**config.mk**
```make
export PLATFORM = sky130hd
export DESIGN_NAME = ram_stream_ctrl
export DESIGN_NICKNAME = d
export VERILOG_FILES = /design/src/rtl/ram_stream_ctrl.sv
export SDC_FILE = /design/constraint.sdc
export NUM_CORES = 1
export LEC_CHECK = 0
export ABC_AREA = 1
export BUFFER_PORTS_ARGS = -buffer_cell sky130_fd_sc_hd__buf_2
export CAP_MARGIN = 20
export CORE_ASPECT_RATIO = 0.9
export CORE_UTILIZATION = 35
export DETAILED_ROUTE_END_ITERATION = 16
export SLEW_MARGIN = 5
export SYNTH_ARGS = -nofsm -noshare
export SYNTH_HDL_FRONTEND = slang
export SYNTH_SLANG_ARGS = --single-unit
export TNS_END_PERCENT = 20
```
**constraint.sdc**
```tcl
create_clock -name clk -period 2.9 [get_ports clk]
set_input_delay 0.58 -clock clk [delete_from_list [all_inputs] [get_ports clk]]
set_output_delay 0.58 -clock clk [all_outputs]
set_load 0.01 [all_outputs]
```
**src/rtl/ram_stream_ctrl.sv**
```systemverilog
// Arbitrates a single-port 1024x32 RAM between a host write port (idle) and a
// read sequencer that streams a word range out as one Avalon-ST packet.
module ram_stream_ctrl #(
  parameter int unsigned WIDTH  = 32,
  parameter int unsigned ADDR_W = 10,
  parameter int unsigned LEN_W  = 11
) (
  input  logic              clk,
  input  logic              rst,
  input  logic              start,
  input  logic [ADDR_W-1:0] start_addr,
  input  logic [LEN_W-1:0]  length,
  output logic              busy,
  output logic              done,
  input  logic              wr_en,
  input  logic [ADDR_W-1:0] wr_addr,
  input  logic [WIDTH-1:0]  wr_data,
  output logic              wr_ready,
  output logic [ADDR_W-1:0] ram_addr,
  output logic              ram_wren,
  output logic [WIDTH-1:0]  ram_data,
  input  logic [WIDTH-1:0]  ram_q,
  input  logic              ready,
  output logic [WIDTH-1:0]  data,
  output logic              valid,
  output logic              sop,
  output logic              eop,
  output logic              empty
);

  typedef enum logic [1:0] {IDLE, RUN, DONE} state_e;

  state_e            state_q;
  logic [ADDR_W-1:0] base_q;
  logic [LEN_W-1:0]  len_q;
  logic [LEN_W-1:0]  issued_q, issued_d;
  logic              busy_q, done_q;

  logic              infl_q, infl_sop_q, infl_eop_q;
  logic [WIDTH-1:0]  fdata_q [2];
  logic              fsop_q  [2];
  logic              feop_q  [2];
  logic              rd_ptr_q, wr_ptr_q;
  logic [1:0]        count_q, count_d;

  logic              pop, issue, issue_sop, issue_eop;
  logic [2:0]        occupancy;
  logic [ADDR_W-1:0] run_addr;

  // Credit counts the in-flight read so the 2-entry FIFO can never overflow.
  always_comb begin
    pop       = valid & ready;
    occupancy = {1'b0, count_q} + {2'b00, infl_q} - {2'b00, pop};
    issue     = (state_q == RUN) && (issued_q < len_q) && (occupancy < 3'd2);
    issue_sop = (issued_q == '0);
    issue_eop = (issued_q == len_q - LEN_W'(1));
    run_addr  = base_q + issued_q[ADDR_W-1:0];
    issued_d  = issue ? issued_q + LEN_W'(1) : issued_q;
    count_d   = count_q + {1'b0, infl_q} - {1'b0, pop};
  end

  assign wr_ready = (state_q == IDLE) & ~rst;
  assign ram_wren = wr_ready & wr_en;
  assign ram_addr = (state_q == IDLE) ? wr_addr : run_addr;
  assign ram_data = wr_data;
  assign valid    = (count_q != 2'd0);
  assign data     = fdata_q[rd_ptr_q];
  assign sop      = valid & fsop_q[rd_ptr_q];
  assign eop      = valid & feop_q[rd_ptr_q];
  assign busy     = busy_q;
  assign done     = done_q;
  assign empty    = 1'b0;

  always_ff @(posedge clk) begin
    if (rst) begin
      state_q  <= IDLE;
      base_q   <= '0;
      len_q    <= '0;
      issued_q <= '0;
      busy_q   <= 1'b0;
      done_q   <= 1'b0;
    end else begin
      case (state_q)
        IDLE: begin
          if (start && (length != '0)) begin
            base_q   <= start_addr;
            len_q    <= length;
            issued_q <= '0;
            busy_q   <= 1'b1;
            state_q  <= RUN;
          end
        end
        RUN: begin
          issued_q <= issued_d;
          if (pop && eop) begin
            done_q  <= 1'b1;
            state_q <= DONE;
          end
        end
        DONE: begin
          done_q  <= 1'b0;
          busy_q  <= 1'b0;
          state_q <= IDLE;
        end
        default: state_q <= IDLE;
      endcase
    end
  end

  always_ff @(posedge clk) begin
    if (rst) begin
      infl_q     <= 1'b0;
      infl_sop_q <= 1'b0;
      infl_eop_q <= 1'b0;
      rd_ptr_q   <= 1'b0;
      wr_ptr_q   <= 1'b0;
      count_q    <= '0;
      for (int unsigned i = 0; i < 2; i++) begin
        fdata_q[i] <= '0;
        fsop_q[i]  <= 1'b0;
        feop_q[i]  <= 1'b0;
      end
    end else begin
      infl_q     <= issue;
      infl_sop_q <= issue_sop;
      infl_eop_q <= issue_eop;
      if (infl_q) begin
        fdata_q[wr_ptr_q] <= ram_q;
        fsop_q[wr_ptr_q]  <= infl_sop_q;
        feop_q[wr_ptr_q]  <= infl_eop_q;
        wr_ptr_q          <= ~wr_ptr_q;
      end
      if (pop) rd_ptr_q <= ~rd_ptr_q;
      count_q <= count_d;
    end
  end

endmodule

```
Yosys cells after proc, flatten, opt, wreduce, memory -nomap -nowiden
Memories as Yosys holds them, arrays and structs flattened. A register that Yosys moved wholly into a read port is not among the register bits.
Cells that the tools add are included.
{"block": "classes", "add_sub_neg": 7, "n_mul": 0, "div": 0, "n_lt_le_gt_ge": 2, "n_eq_ne": 6, "n_shift": 0, "n_mux": 31, "bitwise_logic": 8, "reduce_logical": 19}
{"cell": "$mux 32", "n": 1}
{"cell": "$reduce_or 32->1", "n": 1}
{"cell": "$mux 11", "n": 2}
{"cell": "$pmux 11 s2", "n": 1}
{"cell": "$mux 1", "n": 21}
{"cell": "$add 11x1->11 const B", "n": 1}
{"cell": "$eq 11x11->1", "n": 1}
{"cell": "$logic_not 11->1", "n": 1}
{"cell": "$lt 11x11->1", "n": 1}
{"cell": "$reduce_bool 11->1", "n": 1}
{"cell": "$sub 11x1->11 const B", "n": 1}
{"cell": "$add 10x10->10", "n": 1}
{"cell": "$mux 10", "n": 1}
{"cell": "$reduce_and 2->1", "n": 4}
{"cell": "$reduce_bool 2->1", "n": 4}
{"cell": "$and 1x1->1", "n": 5}
{"cell": "$logic_and 1x1->1", "n": 4}
{"cell": "$mux 2", "n": 2}
{"cell": "$ne 2x1->1 const B", "n": 2}
{"cell": "$pmux 1 s2", "n": 2}
{"cell": "$pmux 2 s2", "n": 1}
{"cell": "$add 2x1->3", "n": 1}
{"cell": "$lt 3x2->1 const B", "n": 1}
{"cell": "$not 1->1", "n": 3}
{"cell": "9 further kinds", "n": 10}
{"block": "totals", "register_bits": 43, "latchBits": 0, "mem_bits_rw": 68, "mem_bits_ro": 0, "in_bits": 100, "out_inout_bits": 82, "word_cells": 88, "n_memories": 3}
{"name": "fdata_q", "words": 2, "word_bits": 32, "rd": 1, "rd_ports_with_merged_regs": 1, "write_ports": 2, "line": "40", "text": "logic [WIDTH-1:0] fdata_q [2];"}
{"name": "feop_q", "words": 2, "word_bits": 1, "rd": 1, "rd_ports_with_merged_regs": 1, "write_ports": 2, "line": "42", "text": "logic feop_q [2];"}
{"name": "fsop_q", "words": 2, "word_bits": 1, "rd": 1, "rd_ports_with_merged_regs": 1, "write_ports": 2, "line": "41", "text": "logic fsop_q [2];"}

Logic depth before layout (Yosys ltp)
Gate-level depths: netlist of run 1.
{"block": "logic_depth", "word_depth": 7, "depth_mapped": 17, "depth_no_buf": 16}

Least setup slack after synthesis of run 1
Ideal clock, no wire load.
{"block": "synth_timing", "path_type": "input port to flip-flop", "startpoint": "in ready", "endpoint": "reg issued_q[6]", "setup_time_ps": 113, "arrival_time_ps": 2469, "t_required_ps": 2787, "setup_slack_ps": 318, "stages": 17, "path_buffers": 1, "cell_sequence": "inv_1 nor2_1 ha_1 inv_1 ha_1 fa_1 inv_1 nand2_1 nor2_1 nand2_1 nor2_2 nand3_2 nand2_4 buf_6 nand2_1 nand2_1 nor2_1"}
{"block": "synth_via", "elab_chain_cells": 6}
{"element": "start: declaration", "line": "23", "text": "input logic ready,"}
{"element": "$and 1x1->1", "line": "52", "text": "pop = valid & ready;"}
{"element": "via pop", "line": "46", "text": "logic pop, issue, issue_sop, issue_eop;"}
{"element": "$sub 3x1->3", "line": "53", "text": "occupancy = {1'b0, count_q} + {2'b00, infl_q} - {2'b00, pop};"}
{"element": "$lt 3x2->1", "line": "54", "text": "issue = (state_q == RUN) && (issued_q < len_q) && (occupancy < 3'd2);"}
{"element": "$logic_and 1x1->1", "line": "54"}
{"element": "$ne 2x2->1 (no source line)"}
{"element": "$reduce_and 3->1 (no source line)"}
{"element": "end signal: assignment", "line": "94", "text": "issued_q <= issued_d;"}
{"element": "end: declaration", "line": "36", "text": "logic [LEN_W-1:0] issued_q, issued_d;"}
The timed path passes the listed nets, and every way through them passes these cells.
A chain may end at the register's enable or synchronous reset.

Worst setup path after layout of run 1
{"block": "layout_timing", "startpoint": "reg issued_q[0]", "endpoint": "out ram_addr[6]"}
{"block": "layout_via", "elab_chain_cells": 2}
{"element": "$add 10x10->10", "line": "57", "text": "run_addr = base_q + issued_q[ADDR_W-1:0];"}
{"element": "$mux 10", "line": "64", "text": "assign ram_addr = (state_q == IDLE) ? wr_addr : run_addr;"}
{"element": "end: declaration", "line": "19", "text": "output logic [ADDR_W-1:0] ram_addr,"}
Every way passes these cells.

==> impl_metrics.toml, run 1 <==
[clocking]
clock_latency_ns = 0.36
cts.clk_slew.worst_paths_ns = 0.08
cts-root-buf = "clkbuf_16"
cts_buffers = 9
clock_sinks = 112
ctsResizeCount = 0
h-tree-depth = 3
cts_tree = "built"
post_cts_buffers = 0
clk_path_buf_depth = 2
cts_hold_buf = 0

[synth]
synth-edff-count = 68
yosys_warnings = 0
async_reset_ff_share_pct = 0
synth_top_cell_by_area = "edfxtp_1"
syn_inst = 823
netlist_area_um2 = 6260
syn_nets = 950
ys_seq_area_share_pct = 46.7
synth.avg_cell_area_um2 = 7.61
synth-seq-cells = 112
ys_types = 32
synth_top_flop_cell = "edfxtp_1"
yosys-top-cells-area = "edfxtp_1, nand2_1, dfxtp_1, nor2_1, inv_1"
synth_top_area_share_pct = 32.6

[power_and_ir_drop]
ir_drop_uv = 300
cellPowerDensity_nw_per_um2 = 653
leakage_nw = 3.58
p_total_mw = 4.73

[placement]
placed_area_um2 = 6920
pre_cts_ws_ns = 0.133
dp_hpwl_mm = 10.1
place_congestion = 0.819
port_buffers = 116

[run]
drv_cap = 0

[drt]
route.detailed.vias_per_inst = 4.49
drtIter0Drc = 266
post_drt_wl_per_cell_um = 12.3
vias = 5160
drt_wl_total_mm = 14.1
drtPass1Iterations = 5
drcViolationCount = 0
ant_nets = 0

[timing]
rsz0062_at_grt = "false"
setup_viol = 0
max-slew-margin-rel_pct = 62.4
fmax_mhz = 367
period_share_pct = 94.1
timing.final.ws_setup_ns = 0.172
setup_tns_ns = 0
whs_ns = 0.453
layout_min_cycle_time_ns = 2.73
hold_violations = 0
fin_worst_skew_ns = 0.0119
worst_pin_slew_ns = 0.560
slew_violations = 0

[global_route]
grt_max_degree = 36
grtUsageMet2_pct = 26.0
grt_pass1_vias = 4734
use_met3_pct = 3.68
grt_pass1_wl_mm = 22.7
grt_busiest_layer = "met2"
grt_antenna_before_repair = 0
grt_usage_pct = 15.8
grt_use_met1_pct = 20.9
overflow = 0

[critical_path]
cpMostUsedCell = "nand2_1"
crit_path_max_fanout = 7
crit_chain = "ha_2 > fa_1 > nand2_1 > nand2_1 > nand2_1 > nand2_1 > a21oi_1 > xor2_1 > o21ai_0 > buf_2"
cp-start-kind = "register"
worstSetupPathType = "reg2out"
crit_slowest_cell = "fa_1"
path_delay_family = "adder cells"
path_buf_inv = 1
max_stage_delay_ns = 0.39
cp_data_arrival_time_ns = 2.15
worst_ep_required_time_ns = 2.32
crit_path_end_kind = "output port"

[die]
rows = 46
io_pins = 182
dieArea_um2 = 18400
dieHeight_um = 129
core_um2 = 17600
die_x_um = 143
start_util_pct = 35.7

[final_layout]
n_antenna_cell = 0
synthToLayoutAreaGrowth_pct = 15.5
num-nets-final = 1032
drive_gt1_share_pct = 17.0
finalInstanceArea_um2 = 7230

[min_path]
hp-class = "reg2reg"

[outcome]
outcome = "completed"
==> power by group <==
group          internal, mW  switching, mW
combinational         0.537          0.908
clock                 0.691          0.606
sequential             1.87          0.116
==> layer usage <==
metal / vias to the layer above / part of all wire (%) / wire length (µm)
met5: - / 0 / 0
met3: 8 / 5.1 / 717
met2: 108 / 45 / 6420
li1: 2729 / - / -
met4: 0 / 0.70 / 99
met1: 2315 / 49 / 6870
==> final timing paths <==
path                       startpoint                   endpoint  slack, ns  cells after the start
min            base_q[2]$_SDFFE_PP0P_     base_q[2]$_SDFFE_PP0P_       0.45                      2
max reg2reg     count_q[1]$_SDFF_PP0_  issued_q[10]$_SDFFE_PP0P_       0.37                     16
min reg2reg    base_q[2]$_SDFFE_PP0P_     base_q[2]$_SDFFE_PP0P_       0.45                      2
max          issued_q[0]$_SDFFE_PP0P_                ram_addr[6]       0.17                     10
==> placed cells by master (no fill, tap or decap), types with 13 or more instances in the layout <==
cell and instances:
buf_2 116, a21oi_1 39, dfxtp_1 42, buf_4 13, nand2_1 237, edfxtp_1 68
inv_1 103, nand3_1 41, nor2_1 128, ha_1 24, o21ai_0 36
==> logic make-up after synthesis <==
logic type,Yosys count,share of synthesized area (%)
buffers and inverters,165,12.1
other,1,0.0599
XOR/XNOR,10,1.40
flip-flops,112,46.7
AO/OA/AOI/OAI,81,6.67
AND/OR/NAND/NOR,427,27.4
adder cells (fa/ha/maj),27,5.63
==> state kept, by name (all words and copies together), names as in the netlist, named ones only <==
| name | cells |
|---|---|
| rd_ptr_q | 1 |
| busy | 1 |
| fdata_q | 64 |
| len_q | 11 |
| infl_q | 1 |
| base_q | 10 |
| count_q | 2 |
| infl_eop_q | 1 |
| feop_q | 2 |
| done | 1 |
| issued_q | 11 |
| infl_sop_q | 1 |
| fsop_q | 2 |
| wr_ptr_q | 1 |
| state_q | 2 |
==> per-stage QoR <==
step,utilization (%),cells
floorplan,-,823
global placement,39.4,1134
detailed placement,39.4,1134
CTS,41.2,1150
global route,41.2,1150
finish,41.2,1150
==> area by class of cell <==
type	count	area, µm²
Fill cell	1848	10300
Sequential cell	112	2930
Multi-Input combinational cell	546	2580
Timing Repair Buffer	131	718
Inverter	105	394
Tap cell	240	300
Clock buffer	10	229
Clock inverter	6	82.6
==> tightest hold or removal path, cell delays in order (launching register included) <==
cell	delay [ns]
dfxtp_1	0.32
inv_1	0.05
a21oi_1	0.05
==> cell usage after synthesis (2+ instances only) <==
| cell | n |
|---|---|
| o21bai_1 | 3 |
| edfxtp_1 | 68 |
| o21ai_0 | 36 |
| nand3_1 | 41 |
| nor3_1 | 3 |
| fa_1 | 2 |
| clkbuf_1 | 18 |
| xnor2_1 | 4 |
| nand4_1 | 9 |
| nand2_1 | 237 |
| nand3b_1 | 2 |
| xor2_1 | 6 |
| buf_2 | 8 |
| ha_1 | 25 |
| a21oi_1 | 39 |
| nor2_1 | 128 |
| buf_4 | 33 |
| dfxtp_1 | 44 |
| nand3_2 | 2 |
| inv_1 | 103 |
No activity file was read; power rests on OpenSTA's default activity.
==> run 2, diff against run 1 <==
--- a/config.mk
+++ b/config.mk
@@ -8,9 +8,13 @@
 export ABC_AREA = 1
 export BUFFER_PORTS_ARGS = -buffer_cell sky130_fd_sc_hd__buf_2
 export CAP_MARGIN = 20
+export CELL_PAD_IN_SITES_DETAIL_PLACEMENT = 2
+export CELL_PAD_IN_SITES_GLOBAL_PLACEMENT = 2
 export CORE_ASPECT_RATIO = 0.9
-export CORE_UTILIZATION = 35
+export CORE_UTILIZATION = 29
 export DETAILED_ROUTE_END_ITERATION = 16
+export GPL_ROUTABILITY_DRIVEN = 0
+export PLACE_DENSITY_LB_ADDON = 0.1
 export SLEW_MARGIN = 5
 export SYNTH_ARGS = -nofsm -noshare
 export SYNTH_HDL_FRONTEND = slang
==> impl_metrics.toml, run 2 (same netlist as run 1, synthesis figures left out) <==
[timing]
rsz0062_at_grt = "true"
hold_violations = 0
layout_min_cycle_time_ns = 2.76
worst_pin_slew_ns = 0.692
fin_worst_skew_ns = 0.00998
whs_ns = 0.459
period_share_pct = 95.3
fmax_mhz = 362
timing.final.ws_setup_ns = 0.137
setup_viol = 0
slew_violations = 0
max-slew-margin-rel_pct = 53.7
setup_tns_ns = 0

[final_layout]
n_antenna_cell = 0
final_cell_mix = "nand2_1, nor2_1, buf_2"
largest_reg_flops = 64
fin_util_pct = 35.0
drive_gt1_share_pct = 17.9
top_register = "fdata_q"
num-nets-final = 1035
biggestRegsByFlops = "fdata_q (64), issued_q (11), len_q (11)"
synthToLayoutAreaGrowth_pct = 17.2
final_common_cell = "nand2_1"
finalInstanceArea_um2 = 7340

[critical_path]
cpMostUsedCell = "nand2_1"
max_stage_delay_ns = 0.39
r2r_setup_slack_ns = 0.29
crit_chain = "ha_2 > fa_1 > nand2_1 > nand2_1 > nand2_1 > nand2_1 > a21oi_2 > xor2_1 > o21ai_0 > buf_2"
r2r_end = "issued_q[10]$_SDFFE_PP0P_"
cp_data_arrival_time_ns = 2.18
crit_path_end_kind = "output port"
reg2reg_from = "count_q[1]$_SDFF_PP0_"
crit_path_start = "issued_q[0]$_SDFFE_PP0P_"
endpoint = "ram_addr[6]"
crit_slowest_cell = "fa_1"
worstSetupPathType = "reg2out"
crit_path_max_fanout = 7
worst_ep_required_time_ns = 2.32
reg2regPathDepth = 16
cp-start-kind = "register"

[drt]
drtPass1Iterations = 4
route.detailed.vias_per_inst = 4.63
drtIter0Drc = 159
ant_nets = 0
drcViolationCount = 0
post_drt_wl_per_cell_um = 15.9
vias = 5550
drt_wl_total_mm = 19.1

[clocking]
post_cts_buffers = 0
clock_latency_ns = 0.37
cts.clk_slew.worst_paths_ns = 0.09
clk_path_buf_depth = 2
cts-root-buf = "clkbuf_16"
h-tree-depth = 3
cts_buffers = 9
cts_tree = "built"
clock_sinks = 112

[global_route]
grt_pass1_wl_mm = 31.0
grt_max_degree = 36
grt_usage_pct = 18.1
grt_pass1_vias = 6062
grt_antenna_before_repair = 0
overflow = 0

[power_and_ir_drop]
comb_power_share_pct = 31.5
p_sw_mw = 1.80
p_sw_share_pct = 36.6
ir_drop_uv = 269
power_frac_seq_pct = 40.4
leakage_nw = 3.60
intPower_mw = 3.11
cellPowerDensity_nw_per_um2 = 669
p_clk_share_pct = 28.1

[placement]
pre_cts_ws_ns = 0.0196
port_buffers = 116
dp_hpwl_mm = 14.5
placed_area_um2 = 7010

[die]
io_pins = 182
dieArea_um2 = 22200
dieHeight_um = 141
rows = 50
start_util_pct = 29.9
core_um2 = 21000
die_x_um = 157

[run]
drv_cap = 0

[outcome]
outcome = "completed"

[min_path]
hp-class = "reg2reg"
[run 2: worst min-delay path by stage]
stage                             to                  start  cells past startpoint  slack (ns)
4_1_cts                     register  rd_ptr_q$_SDFFE_PP0P_                      1        0.45
6_report                    register  rd_ptr_q$_SDFFE_PP0P_                      1        0.46
2_1_floorplan               register  rd_ptr_q$_SDFFE_PP0P_                      1        0.43
3_3_place_gp   rd_ptr_q$_SDFFE_PP0P_  rd_ptr_q$_SDFFE_PP0P_                      1        0.44
3_5_place_dp                register  rd_ptr_q$_SDFFE_PP0P_                      1        0.45
5_1_grt                     register  rd_ptr_q$_SDFFE_PP0P_                      1        0.48
[run 2: per-stage QoR]
step           power [mW]  cells
3_5_place_dp         3.60   1183
6_report             4.91   1199
3_3_place_gp         3.51   1183
4_1_cts              5.01   1199
2_1_floorplan        3.01    823
5_1_grt              5.27   1199
[run 2: layout make-up]
| type | count | area, µm² |
|---|---|---|
| fillers | 2486 | 13600 |
| multi-input cells | 546 | 2600 |
| clock inverters | 7 | 100 |
| clock buffers | 9 | 225 |
| well taps | 286 | 358 |
| flip-flops and latches | 112 | 2920 |
| inverters | 105 | 394 |
| repair buffers | 134 | 741 |
[run 2: power groups by stage]
stage                     registers (mW)  clock network (mW)  logic, mW
after floorplan                     1.98                   0       1.02
after global placement              2.01                   0       1.50
after detailed placement            2.02                   0       1.58
after CTS                           1.99                1.44       1.59
after global routing                2.01                1.50       1.77
final                               1.98                1.38       1.54
[run 2: routing by layer]
layer | part of all wire [%] | GRT usage (%)
met1 | 45 | 22.1
met3 | 3.5 | 3.57
met5 | 0 | 0
met4 | 0.96 | 4.13
met2 | 51 | 32.7
[run 2: critical path: cells and delay by family, from the launching register on]
kind | cells | cell delay (ns)
buf+inv | 1 | 0.14
fa+ha+maj | 2 | 0.60
compound gates | 2 | 0.24
xor+xnor | 1 | 0.14
flops | 1 | 0.37
simple gates | 4 | 0.32
[run 2: what timing repair did]
item	4_1_cts	5_1_grt
endpoints found under the setup margin	1	13
hold buffers	0	0
pin swaps	0	0
resized for setup	1	3
endpoints found under the hold margin	0	0
